<file path="src/rtl/vec_seq_pkg.sv">
// rtl/vec_seq_pkg.sv - shared op, entry-field and FSM encodings for the display-list sequencer
package vec_seq_pkg;

    localparam int ENTRY_W = 18;
    localparam int COORD_W = 8;
    localparam int OP_MSB  = 17;
    localparam int OP_LSB  = 16;
    localparam int X_MSB   = 15;
    localparam int X_LSB   = 8;
    localparam int Y_MSB   = 7;
    localparam int Y_LSB   = 0;

    typedef logic [COORD_W-1:0] coord_t;
    typedef logic [ENTRY_W-1:0] entry_t;

    typedef enum logic [1:0] {
        OP_NOP  = 2'd0,
        OP_MOVE = 2'd1,
        OP_DRAW = 2'd2,
        OP_END  = 2'd3
    } op_e;

    typedef enum logic [2:0] {
        ST_IDLE    = 3'd0,
        ST_FETCH   = 3'd1,
        ST_WAIT    = 3'd2,
        ST_DECODE  = 3'd3,
        ST_GO      = 3'd4,
        ST_ARM     = 3'd5,
        ST_DRAWING = 3'd6,
        ST_DONE    = 3'd7
    } state_e;

    function automatic op_e entry_op(input entry_t e);
        return op_e'(e[OP_MSB:OP_LSB]);
    endfunction

    function automatic coord_t entry_x(input entry_t e);
        return e[X_MSB:X_LSB];
    endfunction

    function automatic coord_t entry_y(input entry_t e);
        return e[Y_MSB:Y_LSB];
    endfunction

endpackage

</file>
<file path="src/rtl/vec_seq_if.sv">
// rtl/vec_seq_if.sv - display-list read port and line-drawer go/busy handshake
interface vec_seq_if
    import vec_seq_pkg::*;
#(
    parameter int AW = 10
);
    logic [AW-1:0] rd_addr;
    logic          rd_en;
    entry_t        rd_data;
    logic          ld_go;
    logic          ld_busy;
    coord_t        ld_stax;
    coord_t        ld_stay;
    coord_t        ld_endx;
    coord_t        ld_endy;

    modport master (
        output rd_addr, rd_en, ld_go, ld_stax, ld_stay, ld_endx, ld_endy,
        input  rd_data, ld_busy
    );

    modport slave (
        input  rd_addr, rd_en, ld_go, ld_stax, ld_stay, ld_endx, ld_endy,
        output rd_data, ld_busy
    );
endinterface

</file>
<file path="src/rtl/vec_seq.sv">
// rtl/vec_seq.sv - display-list sequencer driving the line drawer; VEC_SEQ_BLANK_EN adds a blank output
module vec_seq
    import vec_seq_pkg::*;
#(
    parameter int AW = 10
) (
    input  logic      clk,
    input  logic      rst_n,
    input  logic      frame_start,
    vec_seq_if.master bus,
    output logic      active,
    output logic      frame_done,
    output logic      overrun
`ifdef VEC_SEQ_BLANK_EN
    ,
    output logic      blank
`endif
);

    state_e        state_q, state_d;
    logic [AW-1:0] addr_q, addr_d;
    coord_t        pen_x_q, pen_x_d, pen_y_q, pen_y_d;
    coord_t        end_x_q, end_x_d, end_y_q, end_y_d;
    logic          rd_en_q, rd_en_d;
    logic          ld_go_q, ld_go_d;
    logic          active_q, active_d;
    logic          done_q, done_d;
    logic          overrun_q, overrun_d;
`ifdef VEC_SEQ_BLANK_EN
    logic          blank_q, blank_d;
`endif

    logic last_addr;
    op_e  op;

    assign last_addr = (addr_q == {AW{1'b1}});
    assign op        = entry_op(bus.rd_data);

    always_ff @(posedge clk or negedge rst_n) begin
        if (!rst_n) begin
            state_q   <= ST_IDLE;
            addr_q    <= '0;
            pen_x_q   <= '0;
            pen_y_q   <= '0;
            end_x_q   <= '0;
            end_y_q   <= '0;
            rd_en_q   <= 1'b0;
            ld_go_q   <= 1'b0;
            active_q  <= 1'b0;
            done_q    <= 1'b0;
            overrun_q <= 1'b0;
`ifdef VEC_SEQ_BLANK_EN
            blank_q   <= 1'b1;
`endif
        end else begin
            state_q   <= state_d;
            addr_q    <= addr_d;
            pen_x_q   <= pen_x_d;
            pen_y_q   <= pen_y_d;
            end_x_q   <= end_x_d;
            end_y_q   <= end_y_d;
            rd_en_q   <= rd_en_d;
            ld_go_q   <= ld_go_d;
            active_q  <= active_d;
            done_q    <= done_d;
            overrun_q <= overrun_d;
`ifdef VEC_SEQ_BLANK_EN
            blank_q   <= blank_d;
`endif
        end
    end

    // Advancing past the last entry ends the frame instead of wrapping to a new fetch.
    always_comb begin
        state_d = state_q;
        case (state_q)
            ST_IDLE:    if (frame_start) state_d = ST_FETCH;
            ST_FETCH:   state_d = ST_WAIT;
            ST_WAIT:    state_d = ST_DECODE;
            ST_DECODE: begin
                case (op)
                    OP_NOP, OP_MOVE: state_d = last_addr ? ST_DONE : ST_FETCH;
                    OP_DRAW:         state_d = ST_GO;
                    default:         state_d = ST_DONE;
                endcase
            end
            ST_GO:      state_d = ST_ARM;
            ST_ARM:     state_d = ST_DRAWING;
            ST_DRAWING: if (!bus.ld_busy) state_d = last_addr ? ST_DONE : ST_FETCH;
            default:    state_d = ST_IDLE;
        endcase
    end

    // Outputs are registered from the next state so each one lines up with its state cycle.
    always_comb begin
        addr_d    = addr_q;
        pen_x_d   = pen_x_q;
        pen_y_d   = pen_y_q;
        end_x_d   = end_x_q;
        end_y_d   = end_y_q;
        overrun_d = overrun_q;
        rd_en_d   = (state_d == ST_FETCH);
        ld_go_d   = (state_d == ST_GO);
        done_d    = (state_d == ST_DONE);
        active_d  = (state_d != ST_IDLE);
`ifdef VEC_SEQ_BLANK_EN
        blank_d   = !(state_d == ST_GO || state_d == ST_ARM || state_d == ST_DRAWING);
`endif
        case (state_q)
            ST_IDLE: begin
                if (frame_start) begin
                    addr_d  = '0;
                    pen_x_d = '0;
                    pen_y_d = '0;
                end
            end
            ST_DECODE: begin
                case (op)
                    OP_NOP: begin
                        addr_d    = addr_q + 1'b1;
                        overrun_d = overrun_q | last_addr;
                    end
                    OP_MOVE: begin
                        pen_x_d   = entry_x(bus.rd_data);
                        pen_y_d   = entry_y(bus.rd_data);
                        addr_d    = addr_q + 1'b1;
                        overrun_d = overrun_q | last_addr;
                    end
                    OP_DRAW: begin
                        end_x_d = entry_x(bus.rd_data);
                        end_y_d = entry_y(bus.rd_data);
                    end
                    default: ;
                endcase
            end
            ST_DRAWING: begin
                if (!bus.ld_busy) begin
                    pen_x_d   = end_x_q;
                    pen_y_d   = end_y_q;
                    addr_d    = addr_q + 1'b1;
                    overrun_d = overrun_q | last_addr;
                end
            end
            default: ;
        endcase
    end

    assign bus.rd_addr = addr_q;
    assign bus.rd_en   = rd_en_q;
    assign bus.ld_go   = ld_go_q;
    assign bus.ld_stax = pen_x_q;
    assign bus.ld_stay = pen_y_q;
    assign bus.ld_endx = end_x_q;
    assign bus.ld_endy = end_y_q;
    assign active      = active_q;
    assign frame_done  = done_q;
    assign overrun     = overrun_q;
`ifdef VEC_SEQ_BLANK_EN
    assign blank       = blank_q;
`endif

endmodule

</file>
<file path="src/flat_wrapper.sv">
// flat-port wrapper written by rule: the top's interface ports become plain ports
module vec_seq_flat import vec_seq_pkg::*;
#(
    parameter int AW = 10
)
  (clk, rst_n, frame_start, active, frame_done, overrun, bus_rd_addr, bus_rd_en, bus_ld_go, bus_ld_stax, bus_ld_stay, bus_ld_endx, bus_ld_endy, bus_rd_data, bus_ld_busy);
  vec_seq_if #(.AW(AW)) bus_i ();
  input  logic clk;
  input  logic rst_n;
  input  logic frame_start;
  output logic active;
  output logic frame_done;
  output logic overrun;
  output wire logic [$bits(bus_i.rd_addr)-1:0] bus_rd_addr;
  output wire logic [$bits(bus_i.rd_en)-1:0] bus_rd_en;
  output wire logic [$bits(bus_i.ld_go)-1:0] bus_ld_go;
  output wire logic [$bits(bus_i.ld_stax)-1:0] bus_ld_stax;
  output wire logic [$bits(bus_i.ld_stay)-1:0] bus_ld_stay;
  output wire logic [$bits(bus_i.ld_endx)-1:0] bus_ld_endx;
  output wire logic [$bits(bus_i.ld_endy)-1:0] bus_ld_endy;
  input wire logic [$bits(bus_i.rd_data)-1:0] bus_rd_data;
  input wire logic [$bits(bus_i.ld_busy)-1:0] bus_ld_busy;
  assign bus_rd_addr = bus_i.rd_addr;
  assign bus_rd_en = bus_i.rd_en;
  assign bus_ld_go = bus_i.ld_go;
  assign bus_ld_stax = bus_i.ld_stax;
  assign bus_ld_stay = bus_i.ld_stay;
  assign bus_ld_endx = bus_i.ld_endx;
  assign bus_ld_endy = bus_i.ld_endy;
  assign bus_i.rd_data = bus_rd_data;
  assign bus_i.ld_busy = bus_ld_busy;
  vec_seq #(.AW(AW)) u_core (.clk(clk), .rst_n(rst_n), .frame_start(frame_start), .bus(bus_i), .active(active), .frame_done(frame_done), .overrun(overrun));
endmodule
</file>
<file path="config.mk">
export PLATFORM = sky130hd
export DESIGN_NAME = vec_seq_flat
export DESIGN_NICKNAME = d
export VERILOG_FILES = /design/src/rtl/vec_seq_pkg.sv /design/src/rtl/vec_seq_if.sv /design/src/rtl/vec_seq.sv /design/src/flat_wrapper.sv
export SDC_FILE = /design/constraint.sdc
export NUM_CORES = 1
export LEC_CHECK = 0
export BUFFER_PORTS_ARGS = -buffer_cell sky130_fd_sc_hd__buf_4
export CAP_MARGIN = 20
export CORE_MARGIN = 1
export CORE_UTILIZATION = 51
export CTS_CLUSTER_DIAMETER = 120
export DETAILED_ROUTE_END_ITERATION = 10
export PLACE_DENSITY_LB_ADDON = 0.12
export SLEW_MARGIN = 40
export SYNTH_ARGS = -nofsm -noshare
export SYNTH_HDL_FRONTEND = slang
export SYNTH_SLANG_ARGS = --single-unit
</file>
<file path="constraint.sdc">
create_clock -name clk -period 2.3 [get_ports clk]
set_input_delay 0.115 -clock clk [delete_from_list [all_inputs] [get_ports clk]]
set_output_delay 0.115 -clock clk [all_outputs]
set_load 0.01 [all_outputs]
</file>
# Word level (Yosys, flattened, before mapping)
# Index checks and enable logic that the tools add are counted.
# W data, S select, Z words.
# totals
inputBits	22
output_inout_bits	47
reg_bits	50
word_cells	58
# classes
n_eq_ne	16
mux	19
bitwise_logic	1
n_addsub	1
reduce_logical	10
# op_table
cell	n
$pmux W8 S3	2
$mux W8	5
$mux W10	3
$pmux W10 S3	1
$pmux W3 S7	1
$eq A3 B3 Y1 const B	5
$add A10 B1 Y10 const B	1
$eq A10 B10 Y1 const B	1
$mux W3	3
$reduce_and A4 Y1	2
$eq A3 B1 Y1 const B	2
$eq A3 B2 Y1 const B	2
$ne A2 B2 Y1 const B	3
$pmux W3 S2	1
$reduce_bool A3 Y1	2
$logic_not A3 Y1	1
$reduce_and A3 Y1	1
$eq A2 B1 Y1 const B	1
$eq A2 B2 Y1 const B	1
$logic_not A2 Y1	1
$mux W1	2
$ne A2 B1 Y1 const B	1
$pmux W1 S2	1
$reduce_and A2 Y1	1
other kinds (3)	3

# Depth between registers and ports, before layout
# Gate-level depths: netlist of the first run.
# logic_depth
ltp_word	5
depth_mapped	8
mapped_depth_nobuf	6

# Least setup slack after synthesis of the first run
# OpenSTA, ideal clock, no wires.
# synth_path
kind	register to register
start	reg, netlist name u_core.bus.rd_addr[0]
end	reg u_core.end_x_q[0], in the netlist u_core.bus.ld_endx[0]
required_ns	2.175
arrival_ns	2.024
setup_time_ns	0.125
period_less_slack_ns	2.149
path_slack_ns	0.151
path_buffers	2
path_stages_with_launch	9
path_cell_list	dfrtp_1 > ha_1 > and3_1 > buf_2 > a41o_1 > nand2_1 > nand4b_4 > buf_6 > mux2_4
# synth_rtl
element	line_no	text
to (signal assigned)	vec_seq.sv:60	end_x_q <= end_x_d;
to (decl)	vec_seq.sv:23	coord_t end_x_q, end_x_d, end_y_q, end_y_d;

==> impl_metrics.sql, run 1 <==
INSERT INTO impl_metrics (metric_group, metric, value, unit) VALUES
('finish', 'finish.net_count', '304', ''),
('synthesis', 'number_of_distinct_library_cells_after_synthesis', '39', ''),
('clock_tree', 'cts.reportedPaths.clkPinSlew', '90', 'ps'),
('timing', 'timing_worst_slew_pin_value', '631', 'ps'),
('critical_path', 'rrSetupSlack', '160', 'ps'),
('power_and_ir_drop', 'powerDensity', '1350', 'mW/mm²'),
('detailed_routing', 'drtAntennaViolNets', '0', ''),
('die', 'initial_utilization', '53.3', '%'),
('detailed_routing', 'vias_per_cell', '5.69', ''),
('finish', 'n_fill_cell', '336', ''),
('power_and_ir_drop', 'ir_drop', '0.000763', 'V'),
('critical_path', 'setup.worst_path.start_class', 'flop', ''),
('clock_tree', 'h-tree-depth', '2', ''),
('detailed_routing', 'drt_initial_violations', '165', ''),
('global_route', 'antenna_violations_before_repair', '0', ''),
('critical_path', 'worstSetupEndpointType', 'flop', ''),
('finish', 'n_antenna_cell', '0', ''),
('detailed_routing', 'postRouteWirelength', '5.38', 'mm'),
('hold_path', 'number_of_stages_on_the_worst_hold_path', '2', ''),
('flow_run', 'max-cap-violations', '0', ''),
('synthesis', 'synth.yosys.warnings', '0', ''),
('synthesis', 'netlist_instances', '212', ''),
('critical_path', 'arrival_time_worst_endpoint', '2330', 'ps'),
('timing', 'fin_tns_setup', '0', 'ps'),
('hold_path', 'holdCritStartpoint', 'bus_rd_data[8]', ''),
('detailed_routing', 'wl_per_cell', '16.1', 'µm'),
('place', 'postPlaceCellArea', '0.00288', 'mm²'),
('hold_path', 'holdPathEnd', 'u_core.bus.ld_endx[0]$_DFFE_PN0P_', ''),
('outcome', 'run_status', 'complete, no violations', ''),
('critical_path', 'timing.rr.end', 'u_core.bus.ld_endy[6]$_DFFE_PN0P_', ''),
('synthesis', 'asyncSetResetFlopFracSynth', '100', '%'),
('global_route', 'grt_overflow', '0', ''),
('synthesis', 'post_synthesis_sequential_element_count', '50', ''),
('die', 'fp.dieArea', '0.00486', 'mm²'),
('critical_path', 'number_of_cells_on_the_worst_reg_to_reg_path', '7', ''),
('synthesis', 'synth-edff-count', '0', ''),
('clock_tree', 'numCtsBuffers', '5', ''),
('die', 'placementRows', '24', ''),
('global_route', 'maximum_number_of_pins_on_one_net_before_global_route_repair', '51', ''),
('timing', 'maxSlewHeadroom', '57.9', '%'),
('die', 'io_pins', '69', ''),
('die', 'fp.coreArea', '0.00438', 'mm²'),
('finish', 'area_growth', '30.6', '%'),
('critical_path', 'r2r-start', 'u_core.bus.rd_addr[0]$_DFFE_PN0P_', ''),
('hold_path', 'type_of_the_worst_min_delay_path', 'primary input to flop', ''),
('timing', 'timing_hold_violations_final', '0', ''),
('critical_path', 'path_max_fanout', '9', ''),
('timing', 'drv_slew', '0', ''),
('synthesis', 'ys_top_cells_by_area', 'sky130_fd_sc_hd__dfrtp_1 (54%), sky130_fd_sc_hd__mux2_4 (5.8%), sky130_fd_sc_hd__a22oi_1 (5.1%)', ''),
('synthesis', 'syn_area', '0.00234', 'mm²'),
('timing', 'layout_setup_ws', '162', 'ps'),
('clock_tree', 'tritoncts_num_sinks', '50', ''),
('synthesis', 'syn_area_per_cell', '11.0', 'µm²'),
('global_route', 'via_count_of_the_first_global_routing_pass', '1780', ''),
('timing', 'maxClockFrequency', '0.468', 'GHz'),
('finish', 'final_cell_area', '0.00305', 'mm²'),
('synthesis', 'dominantRegCellSynth', 'sky130_fd_sc_hd__dfrtp_1', ''),
('global_route', 'globalRouteTotalUtil', '22.5', '%'),
('timing', 'setup_repair_after_global_routing_missed_its_margin', 'no', ''),
('place', 'portBuffers', '68', ''),
('critical_path', 'critical_path_class', 'flop to flop', ''),
('timing', 'layout_min_cycle_time', '2140', 'ps'),
('synthesis', 'yosysSeqAreaShare', '53.5', '%'),
('global_route', 'grt_first_pass_wirelength', '8.67', 'mm'),
('place', 'post-dp-hpwl', '3.71', 'mm'),
('synthesis', 'synth_area_leader_cell', 'sky130_fd_sc_hd__dfrtp_1', ''),
('die', 'die_w', '69.7', 'µm'),
('synthesis', 'synth_most_common_cell', 'sky130_fd_sc_hd__dfrtp_1', ''),
('place', 'gp_routability_congestion', '0.807', ''),
('synthesis', 'syn-num-nets', '235', ''),
('critical_path', 'worstPathRequired', '2490', 'ps');
per-stage QoR:
stage | hold slack, ps | utilization, % | power (mW)
detailed placement | 177 | 65.7 | 3.47
floorplan | -181 | - | 2.65
CTS | 43.2 | 68.6 | 4.10
finish | 48.9 | 69.7 | 4.12
global route | 39.1 | 69.7 | 4.39
global placement | 173 | 65.7 | 3.41
state kept, by name, indices dropped and copies added, names as in the netlist:
| register | cells |
|---|---|
| u_core.active | 1 |
| u_core.bus.ld_endx | 8 |
| u_core.bus.ld_endy | 8 |
| u_core.bus.ld_go | 1 |
| u_core.bus.ld_stax | 8 |
| u_core.bus.ld_stay | 8 |
| u_core.bus.rd_addr | 10 |
| u_core.bus.rd_en | 1 |
| u_core.frame_done | 1 |
| u_core.overrun | 1 |
| u_core.state_q | 3 |
power by group:
group	total, mW	internal (mW)	switching (mW)
logic	1.95	0.997	0.954
registers	1.55	1.24	0.311
clock network	0.622	0.324	0.298
total	4.12	2.56	1.56
worst max-delay path by stage:
stage                     depth (start not counted)  slack, ps                                 to                         startpoint
final                                             7        160  u_core.bus.ld_endy[6]$_DFFE_PN0P_  u_core.bus.rd_addr[0]$_DFFE_PN0P_
after global routing                              7         10  u_core.bus.ld_endy[0]$_DFFE_PN0P_  u_core.bus.rd_addr[0]$_DFFE_PN0P_
after CTS                                         6         10  u_core.bus.ld_endx[7]$_DFFE_PN0P_  u_core.bus.rd_addr[0]$_DFFE_PN0P_
after detailed placement                          6         30  u_core.bus.ld_endx[7]$_DFFE_PN0P_  u_core.bus.rd_addr[0]$_DFFE_PN0P_
after global placement                            6         90  u_core.bus.ld_endx[1]$_DFFE_PN0P_  u_core.bus.rd_addr[0]$_DFFE_PN0P_
after floorplan                                   8        150  u_core.bus.ld_endx[0]$_DFFE_PN0P_  u_core.bus.rd_addr[0]$_DFFE_PN0P_
worst max-delay path, stage by stage (launching register included):
cell                       delay (ps)
sky130_fd_sc_hd__dfrtp_1          420
sky130_fd_sc_hd__ha_1             230
sky130_fd_sc_hd__and3_2           290
sky130_fd_sc_hd__nand4_1          150
sky130_fd_sc_hd__o22ai_1          230
sky130_fd_sc_hd__nand4b_4         220
sky130_fd_sc_hd__buf_12           150
sky130_fd_sc_hd__mux2_2           330
logic make-up after synthesis:
| kind of cell | after synthesis | share of synthesized area, % |
|---|---|---|
| AOI/OAI and AO/OA | 70 | 20.4 |
| and+or+nand+nor | 56 | 12.6 |
| muxes | 16 | 9.15 |
| buffers and inverters | 19 | 3.80 |
| adders and majority gates | 1 | 0.535 |
| DFF | 50 | 53.5 |
cells in the final DEF (no fill, tap or decap), types with 2 or more instances in the layout:
cell	count
sky130_fd_sc_hd__nor3b_1	2
sky130_fd_sc_hd__nand4_1	2
sky130_fd_sc_hd__buf_4	74
sky130_fd_sc_hd__clkinvlp_4	2
sky130_fd_sc_hd__o21ai_0	14
sky130_fd_sc_hd__a21oi_1	19
sky130_fd_sc_hd__nor2b_1	4
sky130_fd_sc_hd__nand2_1	9
sky130_fd_sc_hd__a22oi_1	16
sky130_fd_sc_hd__mux2_2	7
sky130_fd_sc_hd__inv_1	4
sky130_fd_sc_hd__and4_1	2
sky130_fd_sc_hd__nand2b_1	3
sky130_fd_sc_hd__dfrtp_1	50
sky130_fd_sc_hd__and3b_1	2
sky130_fd_sc_hd__a21boi_0	2
sky130_fd_sc_hd__o31ai_1	6
sky130_fd_sc_hd__mux2_4	9
sky130_fd_sc_hd__nor2_1	21
sky130_fd_sc_hd__clkbuf_8	5
sky130_fd_sc_hd__o21bai_1	2
sky130_fd_sc_hd__nand3_1	7
sky130_fd_sc_hd__buf_12	2
timing repair:
| action | CTS | global route |
|---|---|---|
| setup buffers | 0 | 3 |
| endpoints found under the setup margin | 0 | 16 |
| gates resized for setup | 0 | 1 |
| hold buffers | 1 | 0 |
| endpoints found under the hold margin | 50 | 0 |
cell type report:
cell class	count	area, µm²	area share [%]
Sequential cell	50	1250	41.0
Multi-Input combinational cell	143	1000	32.9
Timing Repair Buffer	77	606	19.8
Clock buffer	5	68.8	2.25
Tap cell	52	65.1	2.13
Clock inverter	3	45.0	1.47
Inverter	4	15.0	0.492
per-layer routing:
| metal | global-route usage, % | vias up | part of all wire (%) |
|---|---|---|---|
| met5 | 0 | - | 0 |
| met4 | 7.33 | 0 | 2.0 |
| met3 | 4.80 | 13 | 4.8 |
| met2 | 36.4 | 63 | 49 |
| met1 | 30.6 | 925 | 44 |
| li1 | - | 901 | - |
(Power assumes the default switching activity.)
==> inputs of run 2 (changes only) <==
--- a/config.mk
+++ b/config.mk
@@ -7,8 +7,10 @@
 export LEC_CHECK = 0
 export BUFFER_PORTS_ARGS = -buffer_cell sky130_fd_sc_hd__buf_4
 export CAP_MARGIN = 20
+export CELL_PAD_IN_SITES_DETAIL_PLACEMENT = 1
+export CELL_PAD_IN_SITES_GLOBAL_PLACEMENT = 1
 export CORE_MARGIN = 1
-export CORE_UTILIZATION = 51
+export CORE_UTILIZATION = 39
 export CTS_CLUSTER_DIAMETER = 120
 export DETAILED_ROUTE_END_ITERATION = 10
 export PLACE_DENSITY_LB_ADDON = 0.12
==> run 2 against run 1 <==
Effect of this change: sequential share of layout area down 0.25 points; power down 0.75%; via count up 2.4%; fmax up 1.8%; register-to-register slack better by 40 ps; non-clock buffer count up 3; critical path type unchanged; critical endpoint is now u_core.bus.ld_endx[6]$_DFFE_PN0P_; highest routed layer unchanged.
==> impl_metrics.sql, run 2 (synthesis gave the netlist of run 1 again) <==
INSERT INTO impl_metrics (metric_group, metric, value, unit) VALUES
('outcome', 'run_status', 'complete, no violations', ''),
('power_and_ir_drop', 'ir_drop', '0.000617', 'V'),
('critical_path', 'critical_path_class', 'flop to flop', ''),
('global_route', 'globalRouteTotalUtil', '21.3', '%'),
('power_and_ir_drop', 'leakage', '1.44', 'nW'),
('hold_path', 'holdPathEnd', 'u_core.bus.ld_endx[5]$_DFFE_PN0P_', ''),
('detailed_routing', 'via_count', '1947', ''),
('clock_tree', 'clock_tree.root_cell', 'sky130_fd_sc_hd__clkbuf_8', ''),
('timing', 'layout_min_cycle_time', '2100', 'ps'),
('finish', 'layout.cells.most_common_list', 'sky130_fd_sc_hd__buf_4 (78), sky130_fd_sc_hd__dfrtp_1 (50), sky130_fd_sc_hd__nor2_1 (21), sky130_fd_sc_hd__a21oi_1 (19), sky130_fd_sc_hd__a22oi_1 (16)', ''),
('finish', 'final_cell_area', '0.00307', 'mm²'),
('hold_path', 'holdCritStartpoint', 'bus_rd_data[13]', ''),
('global_route', 'grt_first_pass_wirelength', '10.4', 'mm'),
('critical_path', 'worstSetupEndpointType', 'flop', ''),
('hold_path', 'type_of_the_worst_min_delay_path', 'primary input to flop', ''),
('finish', 'mostFrequentLayoutCell', 'sky130_fd_sc_hd__buf_4', ''),
('power_and_ir_drop', 'powerDensity', '1330', 'mW/mm²'),
('clock_tree', 'tritoncts', 'yes', ''),
('detailed_routing', 'vias_per_cell', '5.45', ''),
('die', 'initial_utilization', '41.5', '%'),
('die', 'fp.dieArea', '0.00631', 'mm²'),
('clock_tree', 'clock_path_buffers', '2', ''),
('detailed_routing', 'wl_per_cell', '17.8', 'µm'),
('critical_path', 'number_of_cells_on_the_worst_reg_to_reg_path', '7', ''),
('finish', 'finish.net_count', '307', ''),
('critical_path', 'rrSetupSlack', '200', 'ps'),
('critical_path', 'worstPathRequired', '2490', 'ps'),
('place', 'post-dp-hpwl', '4.38', 'mm'),
('finish', 'n_fill_cell', '619', ''),
('critical_path', 'setup.worst_path.start_class', 'flop', ''),
('finish', 'layout-drive-gt1-share', '37.9', '%'),
('finish', 'area_growth', '31.4', '%'),
('timing', 'fin_tns_setup', '0', 'ps'),
('detailed_routing', 'drt_initial_violations', '69', ''),
('die', 'die_w', '79.4', 'µm'),
('finish', 'n_antenna_cell', '0', ''),
('global_route', 'via_count_of_the_first_global_routing_pass', '2077', ''),
('clock_tree', 'cts.reportedPaths.clkPinSlew', '90', 'ps'),
('die', 'io_pins', '69', ''),
('timing', 'maxClockFrequency', '0.476', 'GHz'),
('place', 'portBuffers', '68', ''),
('global_route', 'grt_overflow', '0', ''),
('timing', 'post-route-period-util', '91.3', '%'),
('critical_path', 'r2r-start', 'u_core.bus.rd_addr[0]$_DFFE_PN0P_', ''),
('detailed_routing', 'drtAntennaViolNets', '0', ''),
('die', 'placementRows', '27', ''),
('timing', 'timing_hold_violations_final', '0', ''),
('detailed_routing', 'firstDrtPassIters', '4', ''),
('global_route', 'maximum_number_of_pins_on_one_net_before_global_route_repair', '51', ''),
('finish', 'largest_register_ff_count', '10', ''),
('timing', 'maxSlewHeadroom', '56.6', '%'),
('detailed_routing', 'remaining_drc_errors', '0', ''),
('timing', 'timing.final.setup_violations', '0', ''),
('critical_path', 'path_max_fanout', '17', ''),
('power_and_ir_drop', 'totalPowerFinal', '4.09', 'mW'),
('place', 'postPlaceCellArea', '0.00294', 'mm²'),
('critical_path', 'timing.rr.end', 'u_core.bus.ld_endx[6]$_DFFE_PN0P_', ''),
('detailed_routing', 'postRouteWirelength', '6.34', 'mm'),
('critical_path', 'arrival_time_worst_endpoint', '2290', 'ps'),
('die', 'floorplan.die.height', '79.4', 'µm'),
('hold_path', 'number_of_stages_on_the_worst_hold_path', '2', ''),
('clock_tree', 'tritoncts_num_sinks', '50', ''),
('timing', 'setup_repair_after_global_routing_missed_its_margin', 'no', ''),
('place', 'gp_routability_congestion', '0.744', ''),
('flow_run', 'max-cap-violations', '0', ''),
('timing', 'drv_slew', '0', ''),
('timing', 'finalClockSkew', '8.92', 'ps'),
('global_route', 'antenna_violations_before_repair', '0', ''),
('clock_tree', 'clk-insertion-delay-late', '300', 'ps'),
('timing', 'hold-worst-slack', '52.1', 'ps'),
('die', 'fp.coreArea', '0.00564', 'mm²'),
('clock_tree', 'h-tree-depth', '2', ''),
('timing', 'timing_worst_slew_pin_value', '652', 'ps'),
('clock_tree', 'numCtsBuffers', '5', '');
[run 2: changes by cell type in the layout (fill, tap and decap cells not counted)]
cell / change
sky130_fd_sc_hd__buf_4: +4
sky130_fd_sc_hd__clkinvlp_4: -2
sky130_fd_sc_hd__buf_12: -1
sky130_fd_sc_hd__bufinv_16: -1
sky130_fd_sc_hd__clkbuf_1: +1
sky130_fd_sc_hd__clkbuf_8: +1
sky130_fd_sc_hd__clkinv_2: +1
sky130_fd_sc_hd__o22ai_1: -1
sky130_fd_sc_hd__o22ai_2: +1
[run 2: worst max path at each step]
| stage | start | end | cells past startpoint |
|---|---|---|---|
| finish | u_core.bus.rd_addr[0]$_DFFE_PN0P_ | u_core.bus.ld_endx[6]$_DFFE_PN0P_ | 7 |
| global route | u_core.bus.rd_addr[0]$_DFFE_PN0P_ | u_core.bus.ld_endy[1]$_DFFE_PN0P_ | 7 |
| CTS | u_core.bus.rd_addr[0]$_DFFE_PN0P_ | u_core.bus.ld_endy[1]$_DFFE_PN0P_ | 7 |
| detailed placement | u_core.bus.rd_addr[0]$_DFFE_PN0P_ | u_core.bus.ld_endx[0]$_DFFE_PN0P_ | 6 |
| global placement | u_core.bus.rd_addr[0]$_DFFE_PN0P_ | u_core.bus.ld_endx[0]$_DFFE_PN0P_ | 6 |
| floorplan | u_core.bus.rd_addr[0]$_DFFE_PN0P_ | u_core.bus.ld_endx[0]$_DFFE_PN0P_ | 8 |
[run 2: final cells by class]
class	count	area [µm²]	area share (%)
timing repair buffer	80	616	20.0
clock inverter	1	5.00	0.163
tap	72	90.1	2.93
sequential	50	1250	40.7
clock buffer	7	86.3	2.81
inverter	4	15.0	0.489
multi-input combinational	143	1010	32.9
[run 2: timing repair]
| item | in CTS | in global routing |
|---|---|---|
| pin swaps | 1 | 0 |
| buffers inserted | 1 | 0 |
| hold buffers | 1 | 0 |
| endpoints found under the setup margin | 7 | 16 |
| endpoints found under the hold margin | 50 | 0 |
| resized for setup | 0 | 2 |
[run 2: power breakdown]
group	total [mW]	internal, mW	leakage, nW	switching, mW
Clock	0.528	0.243	0.0482	0.284
Combinational	2.02	1.01	0.775	1.02
Sequential	1.54	1.24	0.621	0.301
Total	4.09	2.49	1.44	1.60
[run 2: critical path: stages, from the launching register on]
cell	delay, ps
sky130_fd_sc_hd__dfrtp_1	400
sky130_fd_sc_hd__ha_1	250
sky130_fd_sc_hd__and3_2	290
sky130_fd_sc_hd__a41o_1	250
sky130_fd_sc_hd__nand2_1	160
sky130_fd_sc_hd__nand4b_4	140
sky130_fd_sc_hd__buf_12	190
sky130_fd_sc_hd__mux2_4	300
[run 2: stage by stage]
stage                     utilization (%)  setup WS (ps)  std cells
after detailed placement             52.2           10.7        347
after global placement               52.2            113        347
after global routing                 54.5            101        357
after floorplan                         -            151        212
after CTS                            54.3            103        357
final                                54.5            200        357
[run 2: per-layer routing]
metal,track usage (%),wire [µm],vias to the layer above
li1,-,-,911
met1,28.5,2820,983
met2,34.8,3210,46
met3,4.91,264,7
met4,5.45,48,0
met5,0,0,-
==> inputs of run 3 (changes only) <==
--- a/config.mk
+++ b/config.mk
@@ -5,12 +5,13 @@
 export SDC_FILE = /design/constraint.sdc
 export NUM_CORES = 1
 export LEC_CHECK = 0
+export ABC_AREA = 1
 export BUFFER_PORTS_ARGS = -buffer_cell sky130_fd_sc_hd__buf_4
 export CAP_MARGIN = 20
 export CELL_PAD_IN_SITES_DETAIL_PLACEMENT = 1
 export CELL_PAD_IN_SITES_GLOBAL_PLACEMENT = 1
 export CORE_MARGIN = 1
-export CORE_UTILIZATION = 39
+export CORE_UTILIZATION = 37
 export CTS_CLUSTER_DIAMETER = 120
 export DETAILED_ROUTE_END_ITERATION = 10
 export PLACE_DENSITY_LB_ADDON = 0.12
==> run 3 against run 2 <==
Effect of this change: core utilization fell by 3.9 points; power down 15%; fmax rose by 6.2%; hold slack gained 35 ps; clock skew down 1.4 ps; non-clock buffer count is 6 lower; global-route usage grew 0.32 points; sequential cell count stayed put; routed wire length up 6.1%; combinational power is 18% lower; area after synthesis up 1.9%; clock-buffer cell count down 2; critical path type unchanged; largest cell class unchanged; highest routed layer unchanged.
==> impl_metrics.sql, run 3 <==
INSERT INTO impl_metrics (metric_group, metric, value, unit) VALUES
('synthesis', 'netlist_instances', '298', ''),
('detailed_routing', 'wl_per_cell', '15.1', 'µm'),
('critical_path', 'worstPathRequired', '2540', 'ps'),
('timing', 'post-route-period-util', '86.0', '%'),
('timing', 'timing.final.setup_violations', '0', ''),
('global_route', 'globalRouteTotalUtil', '21.7', '%'),
('synthesis', 'syn_area', '0.00238', 'mm²'),
('synthesis', 'post_synthesis_sequential_element_count', '50', ''),
('place', 'gp_routability_congestion', '0.834', ''),
('detailed_routing', 'remaining_drc_errors', '0', ''),
('global_route', 'grt_first_pass_wirelength', '11.0', 'mm'),
('finish', 'n_fill_cell', '778', ''),
('clock_tree', 'clk-insertion-delay-late', '310', 'ps'),
('die', 'fp.dieArea', '0.00677', 'mm²'),
('detailed_routing', 'drtAntennaViolNets', '0', ''),
('clock_tree', 'postCtsSetupRepairBufs', '0', ''),
('synthesis', 'syn-num-nets', '321', ''),
('timing', 'layout_min_cycle_time', '1980', 'ps'),
('power_and_ir_drop', 'totalPowerFinal', '3.48', 'mW'),
('power_and_ir_drop', 'ir_drop', '0.000420', 'V'),
('timing', 'timing_hold_violations_final', '0', ''),
('critical_path', 'worstSetupEndpointType', 'flop', ''),
('die', 'die_w', '82.3', 'µm'),
('clock_tree', 'clock_path_buffers', '2', ''),
('finish', 'layout.cells.most_common_list', 'sky130_fd_sc_hd__nand2_1 (106), sky130_fd_sc_hd__buf_4 (73), sky130_fd_sc_hd__dfrtp_1 (50), sky130_fd_sc_hd__inv_1 (34), sky130_fd_sc_hd__o21ai_0 (23)', ''),
('finish', 'layout-drive-gt1-share', '25.9', '%'),
('clock_tree', 'tritoncts', 'yes', ''),
('timing', 'setup_repair_after_global_routing_missed_its_margin', 'no', ''),
('critical_path', 'cp_slowest_stage_delay', '480', 'ps'),
('global_route', 'antenna_violations_before_repair', '0', ''),
('synthesis', 'yosysSeqAreaShare', '52.5', '%'),
('die', 'floorplan.die.height', '82.3', 'µm'),
('critical_path', 'path_max_fanout', '16', ''),
('synthesis', 'synth.cells.most_frequent', 'sky130_fd_sc_hd__nand2_1 (106), sky130_fd_sc_hd__dfrtp_1 (50), sky130_fd_sc_hd__inv_1 (34), sky130_fd_sc_hd__o21ai_0 (23)', ''),
('die', 'io_pins', '69', ''),
('global_route', 'via_count_of_the_first_global_routing_pass', '2284', ''),
('finish', 'finish.net_count', '393', ''),
('power_and_ir_drop', 'powerDensity', '1140', 'mW/mm²'),
('global_route', 'grt_overflow', '0', ''),
('critical_path', 'r2r-start', 'u_core.state_q[2]$_DFF_PN0_', ''),
('critical_path', 'rrSetupSlack', '320', 'ps'),
('clock_tree', 'tritoncts_num_sinks', '50', ''),
('finish', 'n_antenna_cell', '0', ''),
('die', 'fp.coreArea', '0.00606', 'mm²'),
('critical_path', 'setup.worst_path.start_class', 'flop', ''),
('synthesis', 'dominantRegCellSynth', 'sky130_fd_sc_hd__dfrtp_1', ''),
('power_and_ir_drop', 'leakage', '1.63', 'nW'),
('flow_run', 'max-cap-violations', '0', ''),
('detailed_routing', 'via_count', '2216', ''),
('clock_tree', 'h-tree-depth', '2', ''),
('outcome', 'run_status', 'complete, no violations', ''),
('detailed_routing', 'vias_per_cell', '4.98', ''),
('finish', 'mostFrequentLayoutCell', 'sky130_fd_sc_hd__nand2_1', ''),
('synthesis', 'number_of_distinct_library_cells_after_synthesis', '25', ''),
('die', 'placementRows', '28', ''),
('hold_path', 'holdPathEnd', 'u_core.bus.ld_endx[3]$_DFFE_PN0P_', ''),
('place', 'dp.cells', '437', ''),
('clock_tree', 'clock_tree.root_cell', 'sky130_fd_sc_hd__clkbuf_8', ''),
('clock_tree', 'cts.reportedPaths.clkPinSlew', '100', 'ps'),
('timing', 'finalClockSkew', '7.54', 'ps'),
('finish', 'layout.cells.non_filler', '445', ''),
('place', 'post-dp-hpwl', '4.86', 'mm'),
('timing', 'maxClockFrequency', '0.506', 'GHz'),
('hold_path', 'holdCritStartpoint', 'bus_rd_data[11]', ''),
('synthesis', 'synth_area_leader_cell', 'sky130_fd_sc_hd__dfrtp_1', ''),
('critical_path', 'critical-path-top-delay-family', 'simple AND/OR/NAND/NOR gates', ''),
('critical_path', 'number_of_cells_on_the_worst_reg_to_reg_path', '9', ''),
('die', 'initial_utilization', '39.3', '%'),
('critical_path', 'cp_num_buf_inv', '2', ''),
('synthesis', 'asyncSetResetFlopFracSynth', '100', '%'),
('synthesis', 'ys_top_cells_by_area', 'sky130_fd_sc_hd__dfrtp_1 (52%), sky130_fd_sc_hd__nand2_1 (17%), sky130_fd_sc_hd__inv_1 (5.4%)', ''),
('global_route', 'maximum_number_of_pins_on_one_net_before_global_route_repair', '51', ''),
('finish', 'largest_register_ff_count', '10', ''),
('detailed_routing', 'firstDrtPassIters', '4', ''),
('hold_path', 'type_of_the_worst_min_delay_path', 'primary input to flop', ''),
('detailed_routing', 'drt_initial_violations', '115', ''),
('timing', 'drv_slew', '0', ''),
('place', 'portBuffers', '68', ''),
('detailed_routing', 'postRouteWirelength', '6.72', 'mm'),
('synthesis', 'syn_area_per_cell', '8.00', 'µm²'),
('critical_path', 'timing.rr.end', 'u_core.bus.ld_stay[2]$_DFFE_PN0P_', ''),
('critical_path', 'worst_path_max_delay_cell', 'sky130_fd_sc_hd__dfrtp_1', ''),
('hold_path', 'number_of_stages_on_the_worst_hold_path', '3', ''),
('finish', 'area_growth', '28.6', '%'),
('clock_tree', 'numCtsBuffers', '5', ''),
('synthesis', 'synth_top_cell_area_share', '52.5', '%'),
('critical_path', 'critical_path_class', 'flop to flop', ''),
('timing', 'maxSlewHeadroom', '52.1', '%'),
('timing', 'timing_worst_slew_pin_value', '719', 'ps'),
('synthesis', 'synth-edff-count', '0', ''),
('synthesis', 'synth_most_common_cell', 'sky130_fd_sc_hd__nand2_1', ''),
('timing', 'fin_tns_setup', '0', 'ps'),
('synthesis', 'synth.yosys.warnings', '0', ''),
('critical_path', 'arrival_time_worst_endpoint', '2220', 'ps'),
('critical_path', 'cp_cell_sequence', 'inv_1 -> nand3_1 -> nand2_4 -> inv_4 -> nand2_2 -> nand2_2 -> a21oi_4 -> nand2_1 -> nand2_1', '');
==> run 3: cell count changes in the layout (fill, tap and decap cells not counted), sizes merged, moves of 6 or more <==
cell,before,now
nand2,9,110
inv,4,40
a22oi,16,0
mux2,16,0
o22ai,2,16
o21ai,14,25
a21oi,20,10
buf,79,73
o31ai,6,0
==> run 3: repair_timing <==
action                    4_1_cts  5_1_grt
hold endpoints to repair       50        0
gates resized for setup         0        0
hold buffers                    1        0
==> run 3: layout make-up <==
| cell class | instances | area (µm²) | share of cell area, % |
|---|---|---|---|
| repair buffers | 74 | 558 | 18.2 |
| multi-input cells | 199 | 925 | 30.2 |
| well taps | 75 | 93.8 | 3.06 |
| flip-flops and latches | 50 | 1250 | 40.8 |
| clock buffers | 5 | 68.8 | 2.25 |
| inverters | 40 | 153 | 4.98 |
| clock inverters | 2 | 15.0 | 0.490 |
==> run 3: report_power, final <==
group          switching [mW]  total, mW  internal (mW)  leakage [nW]
registers               0.185       1.32           1.14         0.651
clock network           0.298      0.506          0.208        0.0362
logic                    1.02       1.65          0.634         0.940
==> run 3: through the flow <==
step | cell area (µm²) | util [%] | worst slack, ps | hold WS [ps]
global placement | 2970 | 49.0 | 478 | 184
detailed placement | 2970 | 49.0 | 349 | 185
floorplan | 2380 | - | 728 | -181
global route | 3060 | 50.6 | 138 | 90.9
finish | 3060 | 50.6 | 323 | 86.9
CTS | 3060 | 50.6 | 315 | 83.2
==> run 3: cells by family after synthesis <==
kind of cell / after synthesis / synth area share, %
and+or+nand+nor: 144 / 24.6
AOI/OAI and AO/OA: 54 / 13.6
DFF: 50 / 52.5
buffers and inverters: 49 / 8.82
adders and majority gates: 1 / 0.525
==> run 3: worst max path at each step <==
stage | startpoint | to | slack (ps) | cells after the start
after detailed placement | u_core.state_q[2]$_DFF_PN0_ | u_core.bus.ld_stay[2]$_DFFE_PN0P_ | 350 | 9
after floorplan | u_core.state_q[2]$_DFF_PN0_ | u_core.bus.ld_stax[0]$_DFFE_PN0P_ | 730 | 10
after global placement | u_core.state_q[2]$_DFF_PN0_ | u_core.bus.ld_stax[3]$_DFFE_PN0P_ | 480 | 9
after CTS | u_core.state_q[2]$_DFF_PN0_ | u_core.bus.ld_stay[2]$_DFFE_PN0P_ | 320 | 9
final | u_core.state_q[2]$_DFF_PN0_ | u_core.bus.ld_stay[2]$_DFFE_PN0P_ | 320 | 9
after global routing | u_core.state_q[2]$_DFF_PN0_ | u_core.bus.ld_stax[1]$_DFFE_PN0P_ | 140 | 9
==> run 3: worst register-to-register path: stages (launching register included) <==
cell and delay [ps]:
sky130_fd_sc_hd__dfrtp_1 480, sky130_fd_sc_hd__inv_1 150, sky130_fd_sc_hd__nand3_1 180, sky130_fd_sc_hd__nand2_4 180, sky130_fd_sc_hd__inv_4 60, sky130_fd_sc_hd__nand2_2 60
sky130_fd_sc_hd__nand2_2 170, sky130_fd_sc_hd__a21oi_4 430, sky130_fd_sc_hd__nand2_1 120, sky130_fd_sc_hd__nand2_1 90
==> run 3: layer usage <==
metal | GRT usage, % | part of all wire, % | up-vias
li1 | - | - | 1084
met5 | 0 | 0 | -
met3 | 3.52 | 3.6 | 10
met1 | 27.0 | 44 | 1077
met4 | 7.19 | 1.9 | 0
met2 | 37.9 | 50 | 45
